### config.mk
export PLATFORM = sky130hd
export DESIGN_NAME = icache_axi_refill
export DESIGN_NICKNAME = d
export VERILOG_FILES = /design/src/rtl/icache_axi_refill.sv
export SDC_FILE = /design/constraint.sdc
export NUM_CORES = 1
export LEC_CHECK = 0
export CAP_MARGIN = 15
export CORE_UTILIZATION = 45
export DETAILED_ROUTE_END_ITERATION = 8
export PLACE_DENSITY = 0.8
export SETUP_SLACK_MARGIN = 0.2
export SLEW_MARGIN = 30
export SYNTH_ARGS = -nofsm -noshare
export SYNTH_HDL_FRONTEND = slang
export SYNTH_SLANG_ARGS = --single-unit
### constraint.sdc
create_clock -name clk_i -period 3.1 [get_ports clk_i]
set_input_delay 0.93 -clock clk_i [delete_from_list [all_inputs] [get_ports clk_i]]
set_output_delay 0.93 -clock clk_i [all_outputs]
set_load 0.02 [all_outputs]
### src/rtl/icache_axi_refill.sv
// Icache line refill engine: one 8-beat AXI4 INCR read per miss, beats gathered
// into a 256-bit line and handed back as a single-cycle ret_valid_o pulse.
//
// state  | meaning
// IDLE   | waiting for rd_req_i; ret_data_o holds the previous line
// AR     | arvalid_o high with the line address until arready_i
// R      | accepting read beats into the line buffer
// RESP   | one-cycle ret_valid_o / refill_err_o pulse
module icache_axi_refill #(
   parameter int                  ID_WIDTH = 4,
   parameter logic [ID_WIDTH-1:0] AXI_ID   = 4'h0,
   parameter int                  BEATS    = 8
) (
   input  logic                  clk_i,
   input  logic                  reset_i,
   input  logic                  rd_req_i,
   input  logic [31:0]           rd_addr_i,
   output logic                  ret_valid_o,
   output logic [32*BEATS-1:0]   ret_data_o,
   output logic                  busy_o,
   output logic                  refill_err_o,
   output logic [ID_WIDTH-1:0]   arid_o,
   output logic [31:0]           araddr_o,
   output logic [7:0]            arlen_o,
   output logic [2:0]            arsize_o,
   output logic [1:0]            arburst_o,
   output logic                  arvalid_o,
   input  logic                  arready_i,
   input  logic [ID_WIDTH-1:0]   rid_i,
   input  logic [31:0]           rdata_i,
   input  logic [1:0]            rresp_i,
   input  logic                  rlast_i,
   input  logic                  rvalid_i,
   output logic                  rready_o
);

   localparam int CNT_W = $clog2(BEATS);

   typedef enum logic [1:0] {S_IDLE, S_AR, S_R, S_RESP} state_t;

   state_t               state_q, state_d;
   logic [CNT_W-1:0]     cnt_q, cnt_d;
   logic [32*BEATS-1:0]  buf_q, buf_d;
   logic                 err_q, err_d;
   logic [31:0]          addr_q, addr_d;
   logic                 last_beat;
   logic                 unused_addr_lsb;

   assign unused_addr_lsb = ^rd_addr_i[4:0];
   assign last_beat       = (cnt_q == CNT_W'(BEATS-1));

   always_ff @(posedge clk_i) begin
      if (!reset_i) begin
         state_q <= S_IDLE;
         cnt_q   <= '0;
         buf_q   <= '0;
         err_q   <= 1'b0;
         addr_q  <= '0;
      end else begin
         state_q <= state_d;
         cnt_q   <= cnt_d;
         buf_q   <= buf_d;
         err_q   <= err_d;
         addr_q  <= addr_d;
      end
   end

   always_comb begin
      state_d = state_q;
      cnt_d   = cnt_q;
      buf_d   = buf_q;
      err_d   = err_q;
      addr_d  = addr_q;
      case (state_q)
         S_IDLE: begin
            if (rd_req_i) begin
               addr_d  = {rd_addr_i[31:5], 5'b0};
               cnt_d   = '0;
               buf_d   = '0;
               err_d   = 1'b0;
               state_d = S_AR;
            end
         end
         S_AR: begin
            if (arready_i) state_d = S_R;
         end
         S_R: begin
            if (rvalid_i) begin
               buf_d[{cnt_q, 5'b0} +: 32] = rdata_i;
               cnt_d = cnt_q + 1'b1;
               // a burst whose rlast does not line up with beat 7 is malformed
               if (rresp_i != 2'b00 || rid_i != AXI_ID || rlast_i != last_beat)
                  err_d = 1'b1;
               if (rlast_i || last_beat) state_d = S_RESP;
            end
         end
         S_RESP: begin
            state_d = S_IDLE;
         end
         default: begin
            state_d = S_IDLE;
         end
      endcase
   end

   assign arvalid_o    = (state_q == S_AR);
   assign rready_o     = (state_q == S_R);
   assign ret_valid_o  = (state_q == S_RESP);
   assign refill_err_o = (state_q == S_RESP) && err_q;
   assign busy_o       = (state_q != S_IDLE);
   assign ret_data_o   = buf_q;
   assign araddr_o     = addr_q;
   assign arid_o       = AXI_ID;
   assign arlen_o      = 8'(BEATS-1);
   assign arsize_o     = 3'b010;
   assign arburst_o    = 2'b01;

endmodule

* Word-level counts from Yosys, hierarchy flattened
Index checks and enable logic that the tools add are counted.
Operators by class: reductions and logical operators 13, equality and inequality tests 10, add/sub/neg operators 2, shift operators 2, mux-type cells 16
Operator list (number):
- 256-bit two-way mux | 2
- 256-bit case mux with 2 select lines | 1
- 256-bit bitwise mux | 1
- 32-bit by 10-bit variable shift with 256-bit output (first input constant) | 1
- 32-bit by 10-bit indexed part select with 256-bit output | 1
- 8-bit negator with 10-bit output | 1
- 2-bit two-way mux | 4
- 2-bit case mux with 4 select lines | 1
- 4-bit AND reduction | 2
- 3-bit two-way mux | 2
- 2-bit by 1-bit inequality test with 1-bit output (second input constant) | 3
- 3-bit case mux with 2 select lines | 1
- 2-bit nonzero test | 3
- 2-bit == test (second input constant) | 2
- 2-bit inequality test (second input constant) | 2
- 4-bit nonzero test | 1
- 3-bit by 1-bit adder with 3-bit output (second input constant) | 1
- 3-bit == test (second input constant) | 1
- 1-bit logical OR | 3
- 1-bit two-way mux | 3
- 3-bit AND reduction | 1
- 2-bit by 1-bit == test with 1-bit output (second input constant) | 1
- 2-bit logical NOT | 1
- 1-bit case mux with 2 select lines | 1
- other kinds (3) | 3
Storage, ports and cells: logic and storage cells 48, flip-flop bits (word level) 289, output and inout bits 310, bits of input ports 76

* Longest topological paths before layout
Gate-level depths: netlist of run 1.
depth after elaboration 6, depth in mapped cells 10, depth with buffers taken out 8

* Least setup slack after synthesis of run 1
OpenSTA, ideal clock, no wires.
path type flip-flop to flip-flop, start register cnt_q[0], end register buf_q[150], in the netlist ret_data_o[150], setup slack 0.512 ns, library setup time 0.129 ns, cell stages (with the launch flop) 11, buffers on the path 3, required time 2.971 ns, period minus slack after synthesis 2.588 ns, data arrival time 2.459 ns, cells stage by stage dfxtp_1 -> inv_1 -> ha_1 -> ha_1 -> buf_2 -> or3b_1 -> o41a_1 -> buf_2 -> clkbuf_1 -> nand3_1 -> o31ai_1
On the way: longest elaborated chain between the ends 5, elaborated cells between the ends (all ways) 6, classes of those cells add/sub: 1; shift: 2; mux: 3
Ends and longest elaborated chain:
- start, declared | line 42 | logic [CNT_W-1:0] cnt_q, cnt_d;
- start signal, assigned | line 61 | cnt_q <= cnt_d;
- 8-bit negator with 10-bit output * | line 89 | buf_d[{cnt_q, 5'b0} +: 32] = rdata_i;
- 32-bit by 10-bit indexed part select with 256-bit output / 32-bit by 10-bit variable shift with 256-bit output (equally long branches) | line 89
- 256-bit bitwise mux * | line 89
- 256-bit two-way mux * | line 88 | if (rvalid_i) begin
- 256-bit case mux with 2 select lines * | line 74 | case (state_q)
- end signal, assigned | line 62 | buf_q <= buf_d;
- end, declared | line 43 | logic [32*BEATS-1:0] buf_q, buf_d;
Mark *: on every way between the ends. The rest lies on a longest branch, timed or not. The select of a mux whose other input is x is not followed. A chain may end at the register's enable or synchronous reset.

* Worst setup path after layout of run 1
start register cnt_q[1], end register buf_q[24], in the netlist ret_data_o[24]
The elaborated chain is that of the path after synthesis.

==> results of run 1 <==
## power by group
group / internal, mW / total [mW] / switching, mW / leakage (nW)
combinational: 0.725 / 2.14 / 1.42 / 2.79
sequential: 3.82 / 3.89 / 0.0651 / 2.33
clock: 2.77 / 4.23 / 1.47 / 0.590
total: 7.31 / 10.3 / 2.95 / 5.71
## registers in the layout, summed over array words and instances, names as in the netlist
name and cells:
ret_data_o 256, araddr_o 27, cnt_q 3, state_q 2, err_q 1
## worst max-delay path by stage
stage / from / end / cells after the start
floorplan: cnt_q[0]$_SDFFE_PN0P_ / ret_data_o[150]$_SDFFE_PN0P_ / 10
detailed placement: rd_req_i / ret_data_o[96]$_SDFFE_PN0P_ / 5
CTS: state_q[0]$_SDFFE_PN0P_ / rready_o / 3
global route: cnt_q[1]$_SDFFE_PN0P_ / ret_data_o[18]$_SDFFE_PN0P_ / 8
global placement: rd_req_i / ret_data_o[96]$_SDFFE_PN0P_ / 5
finish: cnt_q[1]$_SDFFE_PN0P_ / ret_data_o[24]$_SDFFE_PN0P_ / 8
## cell families after synthesis
family / share of synthesized area
compound gates: 0.241
flops: 0.529
simple gates: 0.130
buf+inv: 0.0817
fa+ha+maj: 0.0137
mux: 0.00320
other cells: 0.000687
## per-stage QoR
step           hold slack (ns)  TNS [ns]  utilization  instance area, um2  instances
2_1_floorplan            0.428         0            -               11000       1120
3_5_place_dp             0.445   -0.0620        0.625               14800       1708
4_1_cts                  0.465         0        0.676               16000       1764
5_1_grt                  0.474         0        0.677               16000       1765
3_3_place_gp             0.444         0        0.625               14800       1708
6_report                 0.460         0        0.677               16000       1765
## worst max-delay path, delay by kind of cell (launching register included)
kind / cells / cell delay [ns]
AOI/OAI and AO/OA: 1 / 0.37
adders and majority gates: 2 / 0.58
buffers and inverters: 2 / 0.39
DFF: 1 / 0.46
and+or+nand+nor: 3 / 0.89
## layer usage
layer	share of wire	vias up	GRT usage
met2	0.46	487	0.491
met5	0	-	0
met3	0.089	112	0.0777
li1	-	4602	-
met1	0.40	4837	0.350
met4	0.055	0	0.156
## cell usage after synthesis, types with 2 or more instances
library cell,count,area [um2]
or3b_1,2,17.5
a32o_1,57,571
a21oi_2,3,26.3
inv_1,73,274
nand3_1,104,521
and2_1,35,219
nand2_1,96,360
dfxtp_1,289,5790
o32ai_1,32,280
nor2_1,9,33.8
buf_2,21,105
nor2b_1,8,50.1
conb_1,2,7.51
o31ai_1,39,293
buf_4,25,188
clkbuf_1,67,251
buf_6,4,45.0
nor3_1,3,15.0
buf_1,8,30.0
nand4_1,9,56.3
and3_1,2,12.5
a222oi_1,2,20.0
ha_1,12,150
a211oi_1,8,60.1
and4_1,2,17.5
o2bb2ai_1,89,780
a21oi_1,4,20.0
a21boi_0,60,450
o21ai_0,5,25.0
nand3b_1,3,22.5
a31o_2,6,52.6
nand2b_1,2,12.5
## area by class of cell
type                            count  area, um2
Clock buffer                       47        956
Clock inverter                      9        245
Fill cell                        1805       7660
Inverter                           73        274
Multi-Input combinational cell    633       4380
Sequential cell                   289       5790
Tap cell                          319        399
Timing Repair Buffer              395       3980
## what timing repair did
action,4_1_cts,5_1_grt
endpoints found under the hold margin,0,0
gates resized for setup,2,2
setup endpoints to repair,2,43
==> results by group, run 1 <==
CTS
  – CTS Buffer Depth: 3
  – CTS sink cnt: 289
  – Root Buffer: clkbuf_16
  – Post-CTS setup buffer count: 0
  – Num CTS Buffers: 30
  – CTS tree: done
  – Hold buffers post-CTS: 0
  – Clock latency on the worst-skew pair: 0.55 ns
  – Max H-tree Level: 1
  – Clk slew on worst S/H paths: 0.07 ns

Placed design
  – Routability cong.: 0.887
  – I/O Buffers: 358
  – Setup WS pre-CTS: -0.0269 ns
  – DP HPWL: 25700 um

Min path
  – Hold Path End: ret_data_o[203]$_SDFFE_PN0P_
  – Min-Delay Startpoint: ret_data_o[203]$_SDFFE_PN0P_
  – WHS Path Cells: 1
  – Hold WC Path Type: flop to flop

STA
  – PnR worst setup slack: 0.316 ns
  – Setup-failing EPs final: 0
  – Final hold vios: 0
  – Unrepaired setup endpoints after global routing: false
  – Period Utilization, post-route: 0.898
  – Slew @ Worst Pin: 0.698 ns
  – FMAX: 359 MHz
  – Clk_skew: 0.0153 ns
  – Tmin final: 2.78 ns
  – Slew margin rel.: 0.534
  – Pins over their slew limit: 0

Power and ir drop
  – Total power: 10.3 mW
  – P_leak: 5.71 nW
  – Pwr/cell area: 641 mW/mm2
  – Peak supply drop: 0.000423 V

Detailed routing
  – Drt initial violations: 592
  – Router iterations before antenna repair: 5
  – DRT Wirelength: 38200 um
  – Drt drc: 0
  – Detailed-route wire length per cell: 21.7 um
  – DR vias: 10.0k
  – DR vias/cell: 5.69
  – Antenna viol nets, final: 0

Cells and area
  – Commonest non-fill, non-tap cell in the layout: clkdlybuf4s50_1
  – Share of cells above drive strength 1: 0.0768
  – Area Growth Syn to Fin: 46.6%
  – Final net count: 1510
  – Commonest cells after routing, fill and taps aside: clkdlybuf4s50_1, dfxtp_1, nand3_1
  – Number of inserted diodes: 0

Setup path
  – R2R setup slack: 0.32 ns
  – Cells on worst reg2reg path: 8
  – CP arrival: 3.26 ns
  – Critical path class: flop to flop
  – RR Endpoint: ret_data_o[24]$_SDFFE_PN0P_
  – R2r startpoint: cnt_q[1]$_SDFFE_PN0P_
  – Critical path's largest stage delay: 0.46 ns
  – CP Capture Type: flop
  – Crit-path max FO: 32
  – CP Launch Type: flop
  – Slowest-stage cell, CP: dfxtp_1
  – CP Cell Sequence: inv_1 -> ha_1 -> ha_1 -> or3b_1 -> or2_1 -> buf_4 -> o32ai_1 -> and2_1
  – Critical Path RT: 3.58 ns
  – Most frequent CP cell: ha_1

Logic synthesis
  – Top_reg_cell synth: dfxtp_1
  – Syn Area/Cell: 9.94 um2
  – Warnings, synthesis: 0
  – Mapped Cells: 1100
  – Seq/Total Area, Yosys: 0.529
  – Mapped Area: 0.0109 mm2
  – Seq cells post-synth: 289
  – Post-synth ARST share: 0
  – Post-synth EDFFs: 0
  – Netlist cell types: 51

Die
  – Die Width: 158 um
  – I/O pin count: 386
  – Core area: 0.0237 mm2
  – Die height: 158 um
  – Initial Util: 0.462
  – Die area: 0.0249 mm2
  – Row count: 56

Global routing
  – First-pass GRT wire length: 56300 um
  – Largest net degree at the start of global routing: 65
  – Global route overflow: 0
  – Initial antenna violation count: 0
  – GRT Util Overall: 0.296
  – Number of global-route vias before repair: 9636

Run status
  – Outcome: complete, no violations

Run
  – Max-Cap Viols: 0
Power figures use the tool's default switching activity.
==> run 2: changes to the inputs <==
--- a/config.mk
+++ b/config.mk
@@ -8,6 +8,7 @@
 export CAP_MARGIN = 15
 export CORE_UTILIZATION = 45
 export DETAILED_ROUTE_END_ITERATION = 8
+export GPL_TIMING_DRIVEN = 0
 export PLACE_DENSITY = 0.8
 export SETUP_SLACK_MARGIN = 0.2
 export SLEW_MARGIN = 30
==> results by group, run 2 (synthesis gave the netlist of run 1 again) <==
Detailed routing
  – DR vias/cell: 5.64 (was 5.69)
  – Antenna viol nets, final: 0 (unchanged)
  – DRT Wirelength: 40500 um (was 38200 um)
  – Detailed-route wire length per cell: 21.8 um (was 21.7 um)
  – Drt drc: 0 (unchanged)
  – Router iterations before antenna repair: 5 (unchanged)
  – DR vias: 10.5k (was 10.0k)
  – Drt initial violations: 773 (was 592)

Die
  – Die area: 0.0249 mm2 (unchanged)
  – Die Width: 158 um (unchanged)
  – I/O pin count: 386 (unchanged)
  – Core area: 0.0237 mm2 (unchanged)
  – Initial Util: 0.462 (unchanged)
  – Row count: 56 (unchanged)
  – Die height: 158 um (unchanged)

CTS
  – Num CTS Buffers: 30 (unchanged)
  – CTS tree: done (unchanged)
  – Clock latency on the worst-skew pair: 0.56 ns (was 0.55 ns)
  – Clk slew on worst S/H paths: 0.06 ns (was 0.07 ns)
  – CTS sink cnt: 289 (unchanged)
  – Max H-tree Level: 1 (unchanged)
  – CTS Buffer Depth: 3 (unchanged)
  – Root Buffer: clkbuf_16 (unchanged)

STA
  – Period Utilization, post-route: 0.900 (was 0.898)
  – Tmin final: 2.79 ns (was 2.78 ns)
  – Slew @ Worst Pin: 0.715 ns (was 0.698 ns)
  – Hold Slack: 0.462 ns (was 0.460 ns)
  – Setup-failing EPs final: 0 (unchanged)
  – PnR worst setup slack: 0.309 ns (was 0.316 ns)
  – Final hold vios: 0 (unchanged)
  – FMAX: 358 MHz (was 359 MHz)
  – Unrepaired setup endpoints after global routing: true (was false)
  – Slew margin rel.: 0.523 (was 0.534)
  – Pins over their slew limit: 0 (unchanged)
  – Clk_skew: 0.0146 ns (was 0.0153 ns)

Min path
  – Hold Path End: araddr_o[21]$_SDFFE_PN0P_ (was ret_data_o[203]$_SDFFE_PN0P_)
  – WHS Path Cells: 2 (was 1)
  – Hold WC Path Type: flop to flop (unchanged)
  – Min-Delay Startpoint: araddr_o[21]$_SDFFE_PN0P_ (was ret_data_o[203]$_SDFFE_PN0P_)

Setup path
  – Cells on worst reg2reg path: 10 (was 8)
  – R2r startpoint: cnt_q[0]$_SDFFE_PN0P_ (was cnt_q[1]$_SDFFE_PN0P_)
  – R2R setup slack: 0.32 ns (about the same)
  – Critical path class: flop to output pin (was flop to flop)
  – Crit-path max FO: 4 (was 32)
  – Critical Path RT: 2.17 ns (was 3.58 ns)
  – RR Endpoint: ret_data_o[3]$_SDFFE_PN0P_ (was ret_data_o[24]$_SDFFE_PN0P_)
  – CP Capture Type: output pin (was flop)
  – CP Launch Type: flop (unchanged)
  – CP arrival: 1.86 ns (was 3.26 ns)

Cells and area
  – Number of inserted diodes: 0 (unchanged)
  – Commonest non-fill, non-tap cell in the layout: clkdlybuf4s50_1 (unchanged)
  – Area Growth Syn to Fin: 47.7% (was 46.6%)
  – Commonest cells after routing, fill and taps aside: clkdlybuf4s50_1, dfxtp_1, nand3_1 (unchanged)
  – Utilization after layout: 0.682 (was 0.677)
  – Share of cells above drive strength 1: 0.0925 (was 0.0768)
  – Largest register FFs: 256 (unchanged)
  – Final net count: 1600 (was 1510)

Placed design
  – DP HPWL: 29500 um (was 25700 um)
  – I/O Buffers: 356 (was 358)
  – Setup WS pre-CTS: -0.454 ns (was -0.0269 ns)
  – Routability cong.: 0.927 (was 0.887)

Global routing
  – Initial antenna violation count: 0 (unchanged)
  – GRT Util Overall: 0.312 (was 0.296)
  – First-pass GRT wire length: 58900 um (was 56300 um)
  – Number of global-route vias before repair: 9997 (was 9636)
  – Largest net degree at the start of global routing: 16 (was 65)
  – Global route overflow: 0 (unchanged)

Power and ir drop
  – Peak supply drop: 0.000360 V (was 0.000423 V)
  – Total power: 9.89 mW (was 10.3 mW)
  – Pwr/cell area: 612 mW/mm2 (was 641 mW/mm2)
  – P_leak: 5.76 nW (was 5.71 nW)

Run
  – Max-Cap Viols: 0 (unchanged)

Run status
  – Outcome: complete, no violations (unchanged)
[run 2: changes by cell type in the layout (fill, tap and decap cells not counted), moves of 4 or more]
cell,delta
clkbuf_1,+57
clkinvlp_4,+6
bufinv_16,-4
o31ai_1,-4
buf_1,+7
buf_2,+21
buf_12,-9
clkbuf_2,+6
clkbuf_8,-9
o31ai_2,+4
[run 2: critical path, cell delays in order (launching register included)]
cell and delay [ns]:
dfxtp_1 0.39, ha_1 0.18, and2_1 0.13, clkdlybuf4s50_1 0.60
[run 2: cell type report]
type                    instances  area (um2)
inverters                      73         274
repair buffers                360        3590
multi-input cells             633        4390
clock inverters                18         230
fillers                      1896        7530
well taps                     319         399
clock buffers                  37         828
flip-flops and latches        289        5790
plain buffers                 125         642
[run 2: layer usage]
layer  vias up  global-route usage  routed length, um
li1       4775                   -                  -
met1      5046               0.375              15900
met2       533               0.519              18600
met3       109              0.0838               4140
met4         0               0.143               1820
met5         -                   0                  0
[run 2: worst max path at each step]
stage	endpoint	startpoint	slack [ns]
2_1_floorplan	ret_data_o[150]$_SDFFE_PN0P_	cnt_q[0]$_SDFFE_PN0P_	0.51
3_5_place_dp	ret_data_o[236]$_SDFFE_PN0P_	rvalid_i	-0.45
4_1_cts	ret_data_o[145]$_SDFFE_PN0P_	cnt_q[0]$_SDFFE_PN0P_	0.21
6_report	refill_err_o	state_q[0]$_SDFFE_PN0P_	0.31
3_3_place_gp	ret_data_o[246]$_SDFFE_PN0P_	rvalid_i	-0.44
5_1_grt	ret_data_o[20]$_SDFFE_PN0P_	cnt_q[0]$_SDFFE_PN0P_	0.17
[run 2: per-stage QoR]
stage | setup TNS [ns] | std cells | cell area [um2]
detailed placement | -17.54 | 1795 | 15000
finish | 0 | 1854 | 16100
CTS | 0 | 1853 | 16100
global placement | -15.92 | 1795 | 15000
global route | 0 | 1854 | 16100
floorplan | 0 | 1120 | 11000
[run 2: timing repair]
| action | in CTS | in global routing |
|---|---|---|
| gates resized for setup | 9 | 31 |
| endpoints found under the setup margin | 156 | 94 |
| hold buffers | 0 | 0 |
| buffers inserted | 3 | 1 |
| pin swaps | 1 | 2 |
| hold endpoints to repair | 0 | 0 |
[run 2: power breakdown]
part / total [mW] / internal [mW] / switching, mW
sequential: 3.89 / 3.82 / 0.0649
combinational: 2.18 / 0.731 / 1.45
clock: 3.82 / 2.25 / 1.57
==> run 3: changes to the inputs <==
--- a/config.mk
+++ b/config.mk
@@ -9,7 +9,7 @@
 export CORE_UTILIZATION = 45
 export DETAILED_ROUTE_END_ITERATION = 8
 export GPL_TIMING_DRIVEN = 0
-export PLACE_DENSITY = 0.8
+export PLACE_DENSITY = 0.82
 export SETUP_SLACK_MARGIN = 0.2
 export SLEW_MARGIN = 30
 export SYNTH_ARGS = -nofsm -noshare
==> constraint.sdc (replaced) <==
create_clock -name clk_i -period 3.1 [get_ports clk_i]
set_input_delay 0.62 -clock clk_i [delete_from_list [all_inputs] [get_ports clk_i]]
set_output_delay 0.62 -clock clk_i [all_outputs]
set_load 0.02 [all_outputs]
==> results by group, run 3 (synthesis gave the netlist of run 1 again) <==
STA
  – Clk_skew: 0.0171 ns (was 0.0146 ns)
  – FMAX: 360 MHz (was 358 MHz)
  – Slew margin rel.: 0.531 (was 0.523)
  – Slew @ Worst Pin: 0.703 ns (was 0.715 ns)
  – Setup-failing EPs final: 0 (unchanged)
  – Period Utilization, post-route: 0.897 (was 0.900)
  – Unrepaired setup endpoints after global routing: false (was true)
  – Tmin final: 2.78 ns (was 2.79 ns)
  – Final hold vios: 0 (unchanged)
  – Setup TNS: 0 ns (unchanged)
  – Pins over their slew limit: 0 (unchanged)
  – Hold Slack: 0.460 ns (was 0.462 ns)

Placed design
  – Placed inst area: 0.0150 mm2 (unchanged)
  – I/O Buffers: 356 (unchanged)
  – Routability cong.: 0.937 (was 0.927)
  – Placed cell count: 1795 (unchanged)
  – DP HPWL: 29500 um (about the same)

Global routing
  – First-pass GRT wire length: 59500 um (was 58900 um)
  – GRT Util Overall: 0.316 (was 0.312)
  – Global route overflow: 0 (unchanged)
  – Number of global-route vias before repair: 10.1k (was 9997)
  – Largest net degree at the start of global routing: 17 (was 16)
  – Initial antenna violation count: 2 (was 0)

Power and ir drop
  – Pwr/cell area: 622 mW/mm2 (was 612 mW/mm2)
  – Total power: 10.1 mW (was 9.89 mW)
  – P_leak: 5.79 nW (was 5.76 nW)
  – Peak supply drop: 0.000547 V (was 0.000360 V)

Detailed routing
  – Drt initial violations: 791 (was 773)
  – Drt drc: 0 (unchanged)
  – Detailed-route wire length per cell: 21.9 um (was 21.8 um)
  – DRT Wirelength: 40600 um (was 40500 um)
  – DR vias/cell: 5.70 (was 5.64)
  – Antenna viol nets, final: 0 (unchanged)
  – Router iterations before antenna repair: 5 (unchanged)
  – DR vias: 10.6k (was 10.5k)

Run status
  – Outcome: complete, no violations (unchanged)

Die
  – Die area: 0.0249 mm2 (unchanged)
  – I/O pin count: 386 (unchanged)
  – Initial Util: 0.462 (unchanged)
  – Row count: 56 (unchanged)
  – Core area: 0.0237 mm2 (unchanged)
  – Die height: 158 um (unchanged)
  – Die Width: 158 um (unchanged)

CTS
  – Root Buffer: clkbuf_16 (unchanged)
  – CTS sink cnt: 289 (unchanged)
  – Max H-tree Level: 1 (unchanged)
  – Num CTS Buffers: 30 (unchanged)
  – Clock latency on the worst-skew pair: 0.58 ns (was 0.56 ns)
  – Clk slew on worst S/H paths: 0.06 ns (about the same)
  – Hold buffers post-CTS: 0 (unchanged)
  – CTS tree: done (unchanged)
  – CTS Buffer Depth: 3 (unchanged)

Min path
  – Min-Delay Startpoint: ret_data_o[217]$_SDFFE_PN0P_ (was araddr_o[21]$_SDFFE_PN0P_)
  – Hold WC Path Type: flop to flop (unchanged)

Cells and area
  – Final net count: 1601 (was 1600)
  – Fill cells: 1850 (was 1896)
  – Final instance area: 0.0162 mm2 (was 0.0161 mm2)
  – Finished Layout Cells: 1857 (was 1854)
  – Area Growth Syn to Fin: 48.4% (was 47.7%)
  – Share of cells above drive strength 1: 0.0904 (was 0.0925)
  – Largest register FFs: 256 (unchanged)
  – Commonest non-fill, non-tap cell in the layout: clkdlybuf4s50_1 (unchanged)
  – Commonest cells after routing, fill and taps aside: clkdlybuf4s50_1, dfxtp_1, nand3_1 (unchanged)
  – Register area: 0.00579 mm2 (unchanged)
  – Multi-input logic area: 0.00439 mm2 (about the same)

Setup path
  – Worst setup path start: cnt_q[0]$_SDFFE_PN0P_ (was state_q[0]$_SDFFE_PN0P_)
  – Critical Path RT: 3.62 ns (was 2.17 ns)
  – R2r startpoint: cnt_q[0]$_SDFFE_PN0P_ (unchanged)
  – Crit-path max FO: 10 (was 4)
  – CP Launch Type: flop (unchanged)
  – CP arrival: 3.30 ns (was 1.86 ns)
  – Critical path class: flop to flop (was flop to output pin)
  – CP Capture Type: flop (was output pin)

Run
  – Max-Cap Viols: 0 (unchanged)
run 3: cell count changes in the layout (fill, tap and decap cells not counted), sizes merged:
cell	delta
clkinv	-1
clkbuf	+10
dlygate4sd2	-1
buf	+1
clkdlybuf4s50	+1
inv	-4
clkinvlp	-4
diode	+1
run 3: final timing paths:
kind,slack (ns),to,cells after the start
worst max-delay path,0.32,ret_data_o[5]$_SDFFE_PN0P_,10
worst min-delay path,0.46,ret_data_o[217]$_SDFFE_PN0P_,1
worst max register to register,0.32,ret_data_o[5]$_SDFFE_PN0P_,10
worst min register to register,0.46,ret_data_o[217]$_SDFFE_PN0P_,1
run 3: final cells by class:
cell class | count | share of cell area
repair buffers | 361 | 0.222
flip-flops and latches | 289 | 0.357
multi-input cells | 633 | 0.271
inverters | 73 | 0.0169
diodes | 1 | 0.000154
clock buffers | 47 | 0.0582
clock inverters | 9 | 0.0108
well taps | 319 | 0.0246
plain buffers | 125 | 0.0395
run 3: metrics by stage:
stage / utilization / worst slack [ns]
final: 0.685 / 0.320
after global routing: 0.685 / 0.210
after CTS: 0.682 / 0.192
after detailed placement: 0.632 / -0.255
after global placement: 0.632 / -0.241
after floorplan: - / 0.512
run 3: power breakdown:
group          switching (mW)  internal, mW
Clock                    1.52          2.43
Sequential             0.0658          3.82
Combinational            1.49         0.757
run 3: per-layer routing:
metal	GRT usage	up-vias	wire length [um]
met5	0	-	13
met4	0.148	2	2000
met3	0.0923	116	4470
met2	0.526	548	18800
met1	0.372	5113	15300
li1	-	4802	-
run 3: repair_timing:
| action | CTS | global route |
|---|---|---|
| endpoints found under the hold margin | 0 | 0 |
| resized for setup | 10 | 23 |
| pin swaps | 1 | 1 |
| buffers inserted | 4 | 1 |
| setup endpoints to repair | 155 | 138 |
run 3: worst max-delay path: stages, from the launching register on:
cell and delay [ns]:
dfxtp_4 0.40, inv_1 0.11, ha_1 0.23, ha_1 0.29, buf_4 0.18, or3b_4 0.42
or2_1 0.22, clkbuf_2 0.18, clkbuf_4 0.22, o32ai_1 0.31, and2_1 0.17
